--- src/rtl/alu_pkg.sv ---
// rtl/alu_pkg.sv - ALU operation select encoding
package alu_pkg;

    typedef enum logic [2:0] {
        ALU_ADD = 3'd0,
        ALU_SUB = 3'd1,
        ALU_AND = 3'd2,
        ALU_OR  = 3'd3,
        ALU_SLT = 3'd4
    } alu_op_t;

endpackage

--- src/rtl/instruction_set_pkg.sv ---
// rtl/instruction_set_pkg.sv - opcode, function-field and controller state types
package instruction_set_pkg;

    typedef enum logic [2:0] {
        RTYPE = 3'd0,
        ADDI  = 3'd1,
        LW    = 3'd2,
        SW    = 3'd3,
        BEQ   = 3'd4
    } opcode_t;

    typedef enum logic [2:0] {
        FN_ADD = 3'd0,
        FN_SUB = 3'd1,
        FN_AND = 3'd2,
        FN_OR  = 3'd3,
        FN_SLT = 3'd4
    } func_t;

    typedef enum logic [2:0] {
        FETCH  = 3'd0,
        DECODE = 3'd1,
        EXEC   = 3'd2,
        MEM    = 3'd3,
        WB     = 3'd4,
        TRAP   = 3'd5
    } ctrl_state_t;

    function automatic logic uses_imm(input opcode_t op);
        return (op == ADDI) || (op == LW) || (op == SW);
    endfunction

endpackage

--- src/rtl/instruction_decoder.sv ---
// rtl/instruction_decoder.sv - maps opcode/func to an ALU operation
module instruction_decoder
    import instruction_set_pkg::*;
    import alu_pkg::*;
(
    input  opcode_t i_opcode,
    input  func_t   i_func,
    output alu_op_t o_alu_op
);

    always_comb begin
        o_alu_op = ALU_ADD;
        case (i_opcode)
            RTYPE: begin
                case (i_func)
                    FN_ADD:  o_alu_op = ALU_ADD;
                    FN_SUB:  o_alu_op = ALU_SUB;
                    FN_AND:  o_alu_op = ALU_AND;
                    FN_OR:   o_alu_op = ALU_OR;
                    FN_SLT:  o_alu_op = ALU_SLT;
                    default: o_alu_op = ALU_ADD;
                endcase
            end
            // Branch compares by subtraction so the zero flag reflects equality
            BEQ:     o_alu_op = ALU_SUB;
            default: o_alu_op = ALU_ADD;
        endcase
    end

endmodule

--- src/rtl/multicycle_controller.sv ---
// rtl/multicycle_controller.sv - multicycle CPU control FSM with variable memory latency
module multicycle_controller
    import instruction_set_pkg::*;
    import alu_pkg::*;
#(
    parameter int MEM_LATENCY = 2,
    parameter bit BRANCH_EN   = 1'b1
) (
    input  logic        clk,
    input  logic        rst_n,
    input  logic        instr_valid,
    input  opcode_t     opcode,
    input  func_t       func,
    input  logic        zero,
    output alu_op_t     alu_op,
    output logic        pc_we,
    output logic        ir_we,
    output logic        rf_we,
    output logic        dm_we,
    output logic        dm_re,
    output logic        alu_src_imm,
    output logic        mem_to_reg,
    output logic        illegal,
    output ctrl_state_t state_o
);

    localparam int            CW       = $clog2(MEM_LATENCY + 1);
    localparam logic [CW-1:0] CNT_LOAD = CW'(MEM_LATENCY - 1);

    ctrl_state_t   r_state;
    ctrl_state_t   w_state_nxt;
    logic [CW-1:0] r_cnt;
    logic [CW-1:0] w_cnt_nxt;
    logic          r_illegal;
    logic          w_illegal_nxt;
    logic          w_legal;
    alu_op_t       w_dec_alu_op;

    instruction_decoder u_decoder (
        .i_opcode (opcode),
        .i_func   (func),
        .o_alu_op (w_dec_alu_op)
    );

    assign w_legal = (opcode == RTYPE) || (opcode == ADDI) || (opcode == LW) ||
                     (opcode == SW) || ((opcode == BEQ) && BRANCH_EN);

    always_ff @(posedge clk or negedge rst_n) begin
        if (!rst_n) begin
            r_state   <= FETCH;
            r_cnt     <= '0;
            r_illegal <= 1'b0;
        end else begin
            r_state   <= w_state_nxt;
            r_cnt     <= w_cnt_nxt;
            r_illegal <= w_illegal_nxt;
        end
    end

    always_comb begin
        w_state_nxt   = r_state;
        w_cnt_nxt     = r_cnt;
        w_illegal_nxt = r_illegal;
        case (r_state)
            FETCH: begin
                if (instr_valid) w_state_nxt = DECODE;
            end
            DECODE: begin
                if (w_legal) begin
                    w_state_nxt = EXEC;
                end else begin
                    w_state_nxt   = TRAP;
                    w_illegal_nxt = 1'b1;
                end
            end
            EXEC: begin
                case (opcode)
                    RTYPE, ADDI: w_state_nxt = WB;
                    LW, SW: begin
                        w_state_nxt = MEM;
                        w_cnt_nxt   = CNT_LOAD;
                    end
                    default:     w_state_nxt = FETCH;
                endcase
            end
            MEM: begin
                // Counter only decrements while nonzero, so it parks at 0
                if (r_cnt == '0) begin
                    w_state_nxt = (opcode == LW) ? WB : FETCH;
                end else begin
                    w_cnt_nxt = r_cnt - 1'b1;
                end
            end
            WB:      w_state_nxt = FETCH;
            TRAP:    w_state_nxt = TRAP;
            default: w_state_nxt = FETCH;
        endcase
    end

    // Outputs are held low combinationally while reset is asserted
    always_comb begin
        alu_op      = ALU_ADD;
        pc_we       = 1'b0;
        ir_we       = 1'b0;
        rf_we       = 1'b0;
        dm_we       = 1'b0;
        dm_re       = 1'b0;
        alu_src_imm = 1'b0;
        mem_to_reg  = 1'b0;
        if (rst_n) begin
            case (r_state)
                FETCH: begin
                    ir_we = instr_valid;
                    pc_we = instr_valid;
                end
                EXEC: begin
                    alu_op      = w_dec_alu_op;
                    alu_src_imm = uses_imm(opcode);
                    pc_we       = (opcode == BEQ) && zero;
                end
                MEM: begin
                    alu_op      = w_dec_alu_op;
                    alu_src_imm = uses_imm(opcode);
                    dm_re       = (opcode == LW);
                    dm_we       = (opcode == SW) && (r_cnt == '0);
                end
                WB: begin
                    rf_we      = 1'b1;
                    mem_to_reg = (opcode == LW);
                end
                default: ;
            endcase
        end
    end

    assign illegal = r_illegal;
    assign state_o = r_state;

endmodule

--- config.mk ---
export PLATFORM = sky130hd
export DESIGN_NAME = multicycle_controller
export DESIGN_NICKNAME = d
export VERILOG_FILES = /design/src/rtl/alu_pkg.sv /design/src/rtl/instruction_set_pkg.sv /design/src/rtl/instruction_decoder.sv /design/src/rtl/multicycle_controller.sv
export SDC_FILE = /design/constraint.sdc
export NUM_CORES = 1
export LEC_CHECK = 0
export ABC_AREA = 1
export BUFFER_PORTS_ARGS = -buffer_cell sky130_fd_sc_hd__buf_2
export CAP_MARGIN = 40
export CORE_AREA = 3 3 47 53
export DETAILED_ROUTE_END_ITERATION = 10
export DIE_AREA = 0 0 50 56
export PLACE_DENSITY = 0.56
export SLEW_MARGIN = 25
export SYNTH_ARGS = -nofsm -noshare
export SYNTH_HDL_FRONTEND = slang
export SYNTH_SLANG_ARGS = --single-unit
--- constraint.sdc ---
create_clock -name clk -period 3.21 [get_ports clk]
set_input_delay 0.1605 -clock clk [delete_from_list [all_inputs] [get_ports clk]]
set_output_delay 0.1605 -clock clk [all_outputs]
set_load 0.02 [all_outputs]
* Word level (Yosys, flattened, before mapping)
Cells that the tools add are included.
Cells by class: add/subtract/negate cells 1, equality and inequality tests 17, mux-type cells 27, bitwise operators 1, reductions and logical operators 18
Operator list (count):
- 3-bit by 2-bit equality test with 1-bit output, second input constant | 6
- 3-bit 2-to-1 mux | 6
- 3-bit one-hot mux with 5 select lines | 1
- 1-bit 2-to-1 mux | 13
- 3-bit equality test, second input constant | 4
- 3-bit one-hot mux with 2 select lines | 2
- 3-bit one-hot mux with 4 select lines | 1
- 3-bit by 1-bit equality test with 1-bit output, second input constant | 3
- 2-bit inequality test, second input constant | 4
- 3-bit zero test | 2
- 1-bit logical OR | 6
- 2-bit OR reduction | 3
- 2-bit 2-to-1 mux | 2
- 2-bit one-hot mux with 2 select lines | 1
- 2-bit AND reduction | 2
- 3-bit AND reduction | 1
- 1-bit logical AND | 2
- 2-bit zero test | 1
- 1-bit one-hot mux with 2 select lines | 1
- 2-bit nonzero test | 1
- 2-bit by 1-bit subtractor with 2-bit output, second input constant | 1
- 1-bit NOT | 1
Storage, ports and cells: register bits after elaboration 6, input port bits 10, output and inout bits 14, logic and storage cells 67

* Longest topological paths before layout
Gate-level depths: netlist of the first run.
word-level depth 7, depth in mapped cells 8, depth with buffers taken out 8

* Hierarchy
From an unflattened synthesis of the first run, not the netlist that was laid out.
Second synthesis, totals: cells, all modules 90, area, all modules 506.7 sq um
Modules (own cells, without submodules):
- multicycle_controller | instances 1, cells each 76, area an instance 452.9 sq um, sequential area each 150.1 sq um
- instruction_decoder | instances 1, cells each 14, area an instance 53.8 sq um, sequential area each 0.0 sq um

* Worst setup path before layout of the first run
OpenSTA, ideal clock, no wires.
kind register to output, start register r_state[2] (netlist: state_o[2]), end output port mem_to_reg, arrival 1.439 ns, data required time 3.049 ns, setup slack 1.611 ns, stages on the path, launching flop included 4, cell sequence dfrtp_1 -> inv_2 -> nor4_2 -> and2_1
On the way: word-level cells in the longest chain between the ends 3
Ends and longest elaborated chain:
- start: declaration | RTL line multicycle_controller.sv:30 | ctrl_state_t r_state;
- start signal: assignment | RTL line multicycle_controller.sv:54 | r_state <= w_state_nxt;
- 3-bit equality test | RTL line multicycle_controller.sv:111 | case (r_state)
- 1-bit 2-to-1 mux | RTL line multicycle_controller.sv:111
- 1-bit 2-to-1 mux | RTL line multicycle_controller.sv:110 | if (rst_n) begin
- end: declaration | RTL line multicycle_controller.sv:22 | output logic mem_to_reg,
No other way between the ends.

* Worst setup path in the final report of the first run
start input port rst_n, end output port alu_op[1]
On the way: word-level cells in the longest chain between the ends 1
Ends and longest elaborated chain:
- start: declaration | RTL line multicycle_controller.sv:10 | input logic rst_n,
- 3-bit 2-to-1 mux | RTL line multicycle_controller.sv:110
- end: declaration | RTL line multicycle_controller.sv:15 | output alu_op_t alu_op,
No other way between the ends.

==> run_results.csv, run 1 <==
group,metric,value,unit
placement,gp_congestion,0.8942,
route,vias_per_cell,4.142,
worst_setup_path,cp.required,3.05,ns
cells_and_area,final_common_cell,"buf_2",
grt,grt_pass1_wl,2.070,mm
grt,grt_pass1_vias,494,
synthesis,syn_inst,79,
placement,port_buffers,23,
clocking,cts_root_buffer,"clkbuf_4",
cells_and_area,drive_above_1_share,32.08,%
worst_setup_path,worst-path-max-fanout,9,
synthesis,yosys_warnings,0,
placement,dp_hpwl,1.014,mm
timing,setup_tns,0,ns
route,drc,0,
worst_setup_path,path_common_cell,"buf_2",
cells_and_area,layout.nets,119,
timing,period_share,52.56,%
grt,grt_overflow,0,
floorplanning,rows,17,
power_and_ir_drop,p_per_area,630.9,nW/um^2
route,routed_wirelength,1.203,mm
hold_path,worst_hold_path_type,"input port to async pin",
route,drt.antenna.violating_nets,0,
worst_setup_path,cp-start-kind,"input port",
worst_setup_path,end_kind,"output pin",
power_and_ir_drop,p_leak,0.3826,nW
clocking,clk_path_buf_depth,2,
timing,drv_slew,0,
worst_setup_path,slowest_delay,0.52,ns
floorplanning,core_area,2021,sq um
grt,grtUsageTotal,9.305,%
worst_setup_path,cp_slowest_cell,"dlygate4sd3_1",
worst_setup_path,crit_arrival,1.53,ns
worst_setup_path,critical_path_class,"input port to output pin",
floorplanning,dieArea,2800,sq um
grt,antenna_found_initial,0,
synthesis,synth_cell_type_count,17,
timing,setup_viol,0,
timing,relSlewSlack,83.83,%
timing,fmax,592.7,MHz
timing,fin_skew,0.001298,ns
synthesis,netlist_area,491.7,sq um
clocking,clock_sinks,6,
route,first_iter_violations,12,
floorplanning,io_pins,24,
timing,finalCriticalPeriod,1.687,ns
route,vias,555,
clocking,htreeDepth,1,
run_status,outcome,"complete, no violations",
synthesis,ys_seq_area_share,30.53,%
cells_and_area,multi_input_area,292.8,sq um
route,firstDrtPassIters,4,
synthesis,syn-num-nets,90,
synthesis,yosys-top-cells-area,"dfrtp_1, nand2_1, nor2_1",
power_and_ir_drop,ir_drop,0.0002292,V
cells_and_area,regArea,150.1,sq um
flow_run,cap_violations,0,
placement,post_dp_cell_area,641.9,sq um
cells_and_area,layout_common_cells,"buf_2, nand2_1, nor2_1, inv_1, dfrtp_1",
synthesis,yosysTopAreaCell,"dfrtp_1",
route,post_drt_wl_per_cell,8.978,microns
clocking,cts_tree,"done",
clocking,clk_latency,0.24,ns
floorplanning,initial_core_util,24.33,%
synthesis,synth_seq_cells,6,
grt,grt_max_degree,10,
cells_and_area,area_delta_synth_final,37.15,%
timing,tightest_slew,0.2400,ns
worst_setup_path,crit_chain,"dlygate4sd3_1, buf_2, nand3_1, nor4_2, buf_2",
clocking,postCtsSetupBuffers,0,
synthesis,synth_top_area_share,30.53,%
floorplanning,fp.dieH,56,microns
clocking,clk_pin_slew,0.04,ns
floorplanning,fp.dieW,50,microns
clocking,ctsResizeCount,0,
cells_and_area,final_cell_area,674.4,sq um
cells_and_area,fillCellCount,237,
synthesis,syn_area_per_cell,6.224,sq um
timing,rsz0062_at_grt,"false",
clocking,cts_made_buffers,3,
timing,finalHoldViolations,0,
cells_and_area,num_antenna_cells,0,
through the flow:
| stage | std cells | power [mW] | setup WS, ns | hold WS (ns) | utilization (%) |
|---|---|---|---|---|---|
| after floorplan | 79 | 0.2970 | 1.611 | -0.1351 | - |
| final | 134 | 0.4255 | 1.523 | 0.3060 | 33.37 |
| after global placement | 130 | 0.3578 | 1.910 | 0.01841 | 31.76 |
| after detailed placement | 130 | 0.3598 | 1.874 | 0.01729 | 31.76 |
| after global routing | 134 | 0.4747 | 1.381 | 0.3180 | 33.37 |
| after CTS | 134 | 0.4334 | 1.500 | 0.2973 | 33.37 |
power breakdown:
| part | internal, mW | switching (mW) |
|---|---|---|
| Sequential | 0.102 | 0.0325 |
| Clock | 0.0422 | 0.0253 |
| Combinational | 0.0782 | 0.145 |
| Total | 0.223 | 0.203 |
final timing paths:
check                       startpoint         end  slack (ns)  cells after the start
min                              rst_n    r_cnt[1]        0.31                      2
max in group asynchronous        rst_n     illegal        2.73                      2
min reg2reg                    illegal     illegal        0.46                      2
max                              rst_n   alu_op[1]        1.52                      5
max reg2reg                 state_o[0]    r_cnt[1]        2.06                      6
min in group clk           instr_valid  state_o[2]        0.31                      4
logic make-up after synthesis:
kind of cell	share of synthesized area, %
buffers and inverters	9.924
AND/OR/NAND/NOR	50.89
adder cells (fa/ha/maj)	2.544
AO/OA/AOI/OAI	6.105
flip-flops	30.53
Yosys cell counts (all sizes together):
master	n
nor2	16
dfrtp	6
inv	13
nor3	4
nand4	1
nor4	2
nand3	5
o21ai	4
a21oi	2
ha	1
nand2	22
and2	1
nand3b	2
timing repair:
| item | in CTS | in global routing |
|---|---|---|
| setup endpoints to repair | 0 | 0 |
| endpoints found under the hold margin | 6 | 0 |
| hold buffers | 1 | 0 |
cell type report:
cell class | count | area share (%)
Clock buffer | 3 | 3.340
Timing Repair Buffer | 24 | 18.55
Sequential cell | 6 | 22.26
Multi-Input combinational cell | 60 | 43.41
Inverter | 13 | 7.236
Tap cell | 28 | 5.195
worst max-delay path: cells and delay by family:
kind	cells	cell delay, ns
buffers and inverters	3	0.94
AND/OR/NAND/NOR	2	0.42
registers in the layout (all words and copies together), names as in the netlist:
name     cells
state_o      3
r_cnt        2
illegal      1
layer usage:
layer	wire, microns	part of all wire, %	global-route usage, %
met1	580	48	11.99
met2	532	44	14.18
met3	83	6.9	2.145
met4	6	0.50	4.743
met5	0	0	0
Note: power is estimated with default switching activity, not from simulation.
==> inputs of run 2 (changes only) <==
--- a/config.mk
+++ b/config.mk
@@ -5,12 +5,12 @@
 export SDC_FILE = /design/constraint.sdc
 export NUM_CORES = 1
 export LEC_CHECK = 0
-export ABC_AREA = 1
+export ABC_AREA = 0
 export BUFFER_PORTS_ARGS = -buffer_cell sky130_fd_sc_hd__buf_2
 export CAP_MARGIN = 40
-export CORE_AREA = 3 3 47 53
+export CORE_AREA = 3 3 50 57
 export DETAILED_ROUTE_END_ITERATION = 10
-export DIE_AREA = 0 0 50 56
+export DIE_AREA = 0 0 53 60
 export PLACE_DENSITY = 0.56
 export SLEW_MARGIN = 25
 export SYNTH_ARGS = -nofsm -noshare
==> constraint.sdc (replaced) <==
create_clock -name clk -period 1.5 [get_ports clk]
set_input_delay 0.075 -clock clk [delete_from_list [all_inputs] [get_ports clk]]
set_output_delay 0.075 -clock clk [all_outputs]
set_load 0.02 [all_outputs]
==> run 2 against run 1 <==
Against the previous run: largest power group unchanged; sequential power grew 120%; critical path type is now flop to output pin; synthesized area is 17% higher; global-route usage is 4.1 points higher; first-iteration DRC count shrank 17%; clock-buffer cell count unchanged; setup slack worse by 1.7 ns; the flow now finishes with violations (setup timing).
==> run_results.csv, run 2 <==
group,metric,value,unit
run_status,outcome,"finished with violations",
run_status,violations,"setup timing",
worst_setup_path,cp_slowest_cell,"or4_4",
grt,grt_pass1_vias,710,
placement,gp_congestion,0.7699,
grt,grt_max_degree,17,
floorplanning,rows,18,
route,drt.antenna.violating_nets,0,
flow_run,cap_violations,0,
cells_and_area,area_delta_synth_final,71.68,%
floorplanning,core_area,2275,sq um
floorplanning,initial_core_util,25.25,%
timing,setup_viol,2,
floorplanning,fp.dieW,53,microns
cells_and_area,utilization,43.34,%
power_and_ir_drop,p_per_area,1662,nW/um^2
route,drc,0,
timing,relSlewSlack,78.66,%
grt,grtUsageTotal,13.39,%
worst_setup_path,end_kind,"output pin",
timing,setup_slack,-0.1315,ns
worst_setup_path,crit_chain,"nand2b_4, or4_4, nor3b_4, buf_6",
synthesis,yosysTopAreaCell,"dfrtp_1",
worst_setup_path,cp-start-kind,"flop",
cells_and_area,largest_reg_flops,3,
clocking,htreeDepth,1,
grt,grt_overflow,0,
clocking,cts_tree,"done",
placement,post_dp_cell_area,817.0,sq um
cells_and_area,multi_input_area,479.2,sq um
clocking,cts_made_buffers,3,
synthesis,ys_seq_area_share,26.14,%
worst_setup_path,critical_path_class,"flop to output pin",
synthesis,syn-num-nets,84,
route,routed_wirelength,1.910,mm
route,post_drt_wl_per_cell,13.84,microns
timing,rsz0062_at_grt,"true",
placement,port_buffers,23,
timing,drv_slew,0,
cells_and_area,stdcell_count,138,
synthesis,yosys-top-cells-area,"dfrtp_1, nand2b_1, buf_2",
floorplanning,io_pins,24,
floorplanning,fp.dieH,60,microns
synthesis,synth_seq_cells,6,
synthesis,synth-main-ff-cell,"dfrtp_1",
timing,setup_tns,-0.2517,ns
synthesis,synth_edf_count,0,
synthesis,synth_top_area_share,26.14,%
timing,period_share,108.8,%
worst_setup_path,crit_arrival,1.56,ns
worst_setup_path,worst-path-buf-inv,1,
clocking,clk_path_buf_depth,2,
timing,fin_skew,0.003534,ns
synthesis,yosys_warnings,0,
synthesis,synth_cell_type_count,29,
grt,antenna_found_initial,0,
cells_and_area,final_common_cell,"buf_4",
cells_and_area,layout_common_cells,"buf_4, buf_2, nand2b_1, nor2_1, dfrtp_1",
cells_and_area,num_antenna_cells,0,
route,first_iter_violations,10,
clocking,clk_latency,0.25,ns
synthesis,syn_area_per_cell,7.867,sq um
worst_setup_path,cp_top_family,"simple AND/OR/NAND/NOR gates",
placement,dp_hpwl,1.426,mm
clocking,cts_root_buffer,"clkbuf_4",
cells_and_area,drive_above_1_share,51.85,%
timing,holdWs,0.2021,ns
route,firstDrtPassIters,4,
floorplanning,dieArea,3180,sq um
route,vias,702,
timing,tightest_slew,0.3172,ns
cells_and_area,layout.nets,121,
route,vias_per_cell,5.087,
hold_path,worst_hold_path_type,"input port to flop",
power_and_ir_drop,p_total,1.638,mW
clocking,clk_pin_slew,0.05,ns
power_and_ir_drop,ir_drop,0.0007885,V
timing,fmax,613.0,MHz
cells_and_area,regArea,151.4,sq um
synthesis,synth_async_sr_flop_share,100.0,%
worst_setup_path,worst-path-max-fanout,2,
placement,placed_cells,129,
synthesis,netlist_top_cells_count,"dfrtp_1, nand2b_1, buf_2, nand2_1, nor2_1",
worst_setup_path,cp.required,1.42,ns
cells_and_area,fillCellCount,225,
cells_and_area,final_cell_area,985.9,sq um
worst_setup_path,slowest_delay,0.46,ns
grt,grt_pass1_wl,3.153,mm
timing,finalHoldViolations,0,
power_and_ir_drop,p_leak,0.4393,nW
placement,post-place-ws,0.08786,ns
synthesis,syn_inst,73,
timing,finalCriticalPeriod,1.631,ns
clocking,clock_sinks,6,
synthesis,netlist_area,574.3,sq um
-- run 2: cell count changes after synthesis, sizes merged, moves of 3 or more --
cell    previous run  this run
nor2b              0         4
nand3              5         1
o21bai             0         3
nor2              16         5
nand2             22         5
inv               13         4
buf                0         5
nand2b             0         6
-- run 2: cells by family after synthesis --
| logic type | after synthesis | synth area share, % |
|---|---|---|
| AO/OA/AOI/OAI | 20 | 24.62 |
| buffers and inverters | 9 | 6.970 |
| AND/OR/NAND/NOR | 37 | 40.09 |
| adder cells (fa/ha/maj) | 1 | 2.178 |
| flip-flops | 6 | 26.14 |
-- run 2: path summary, 6_finish.rpt --
kind                            startpoint         end  slack (ns)  cells after the start
worst max-delay path            state_o[2]   alu_op[1]       -0.13                      4
worst min-delay path             opcode[1]  state_o[0]        0.20                      2
worst max register to register  state_o[2]  state_o[2]        0.06                      4
worst min register to register     illegal     illegal        0.46                      2
max in group asynchronous            rst_n  state_o[0]        0.83                      3
min in group asynchronous            rst_n    r_cnt[0]        0.42                      3
-- run 2: final cells by class --
| cell class | count | area share, % |
|---|---|---|
| well taps | 30 | 3.807 |
| clock buffers | 3 | 2.284 |
| multi-input cells | 58 | 48.60 |
| inverters | 4 | 1.523 |
| flip-flops and latches | 6 | 15.36 |
| repair buffers | 37 | 28.43 |
-- run 2: layer usage --
layer	part of all wire, %	vias up	global-route usage, %
li1	-	342	-
met4	2.5	0	7.299
met3	6.9	5	2.494
met5	0	-	0
met2	46	32	21.45
met1	45	323	16.74
-- run 2: repair_timing --
item,4_1_cts,5_1_grt
setup buffers,2,2
endpoints found under the setup margin,7,8
cloned,0,1
gates resized for setup,15,8
pin swaps,2,2
endpoints found under the hold margin,6,0
hold buffers,1,0
-- run 2: report_power, final --
part           switching, mW  total (mW)  internal [mW]  leakage [nW]
combinational          0.582        1.18          0.597         0.356
clock                 0.0684       0.160         0.0912        0.0138
sequential            0.0677       0.300          0.232        0.0696
total                  0.718        1.64          0.920         0.439
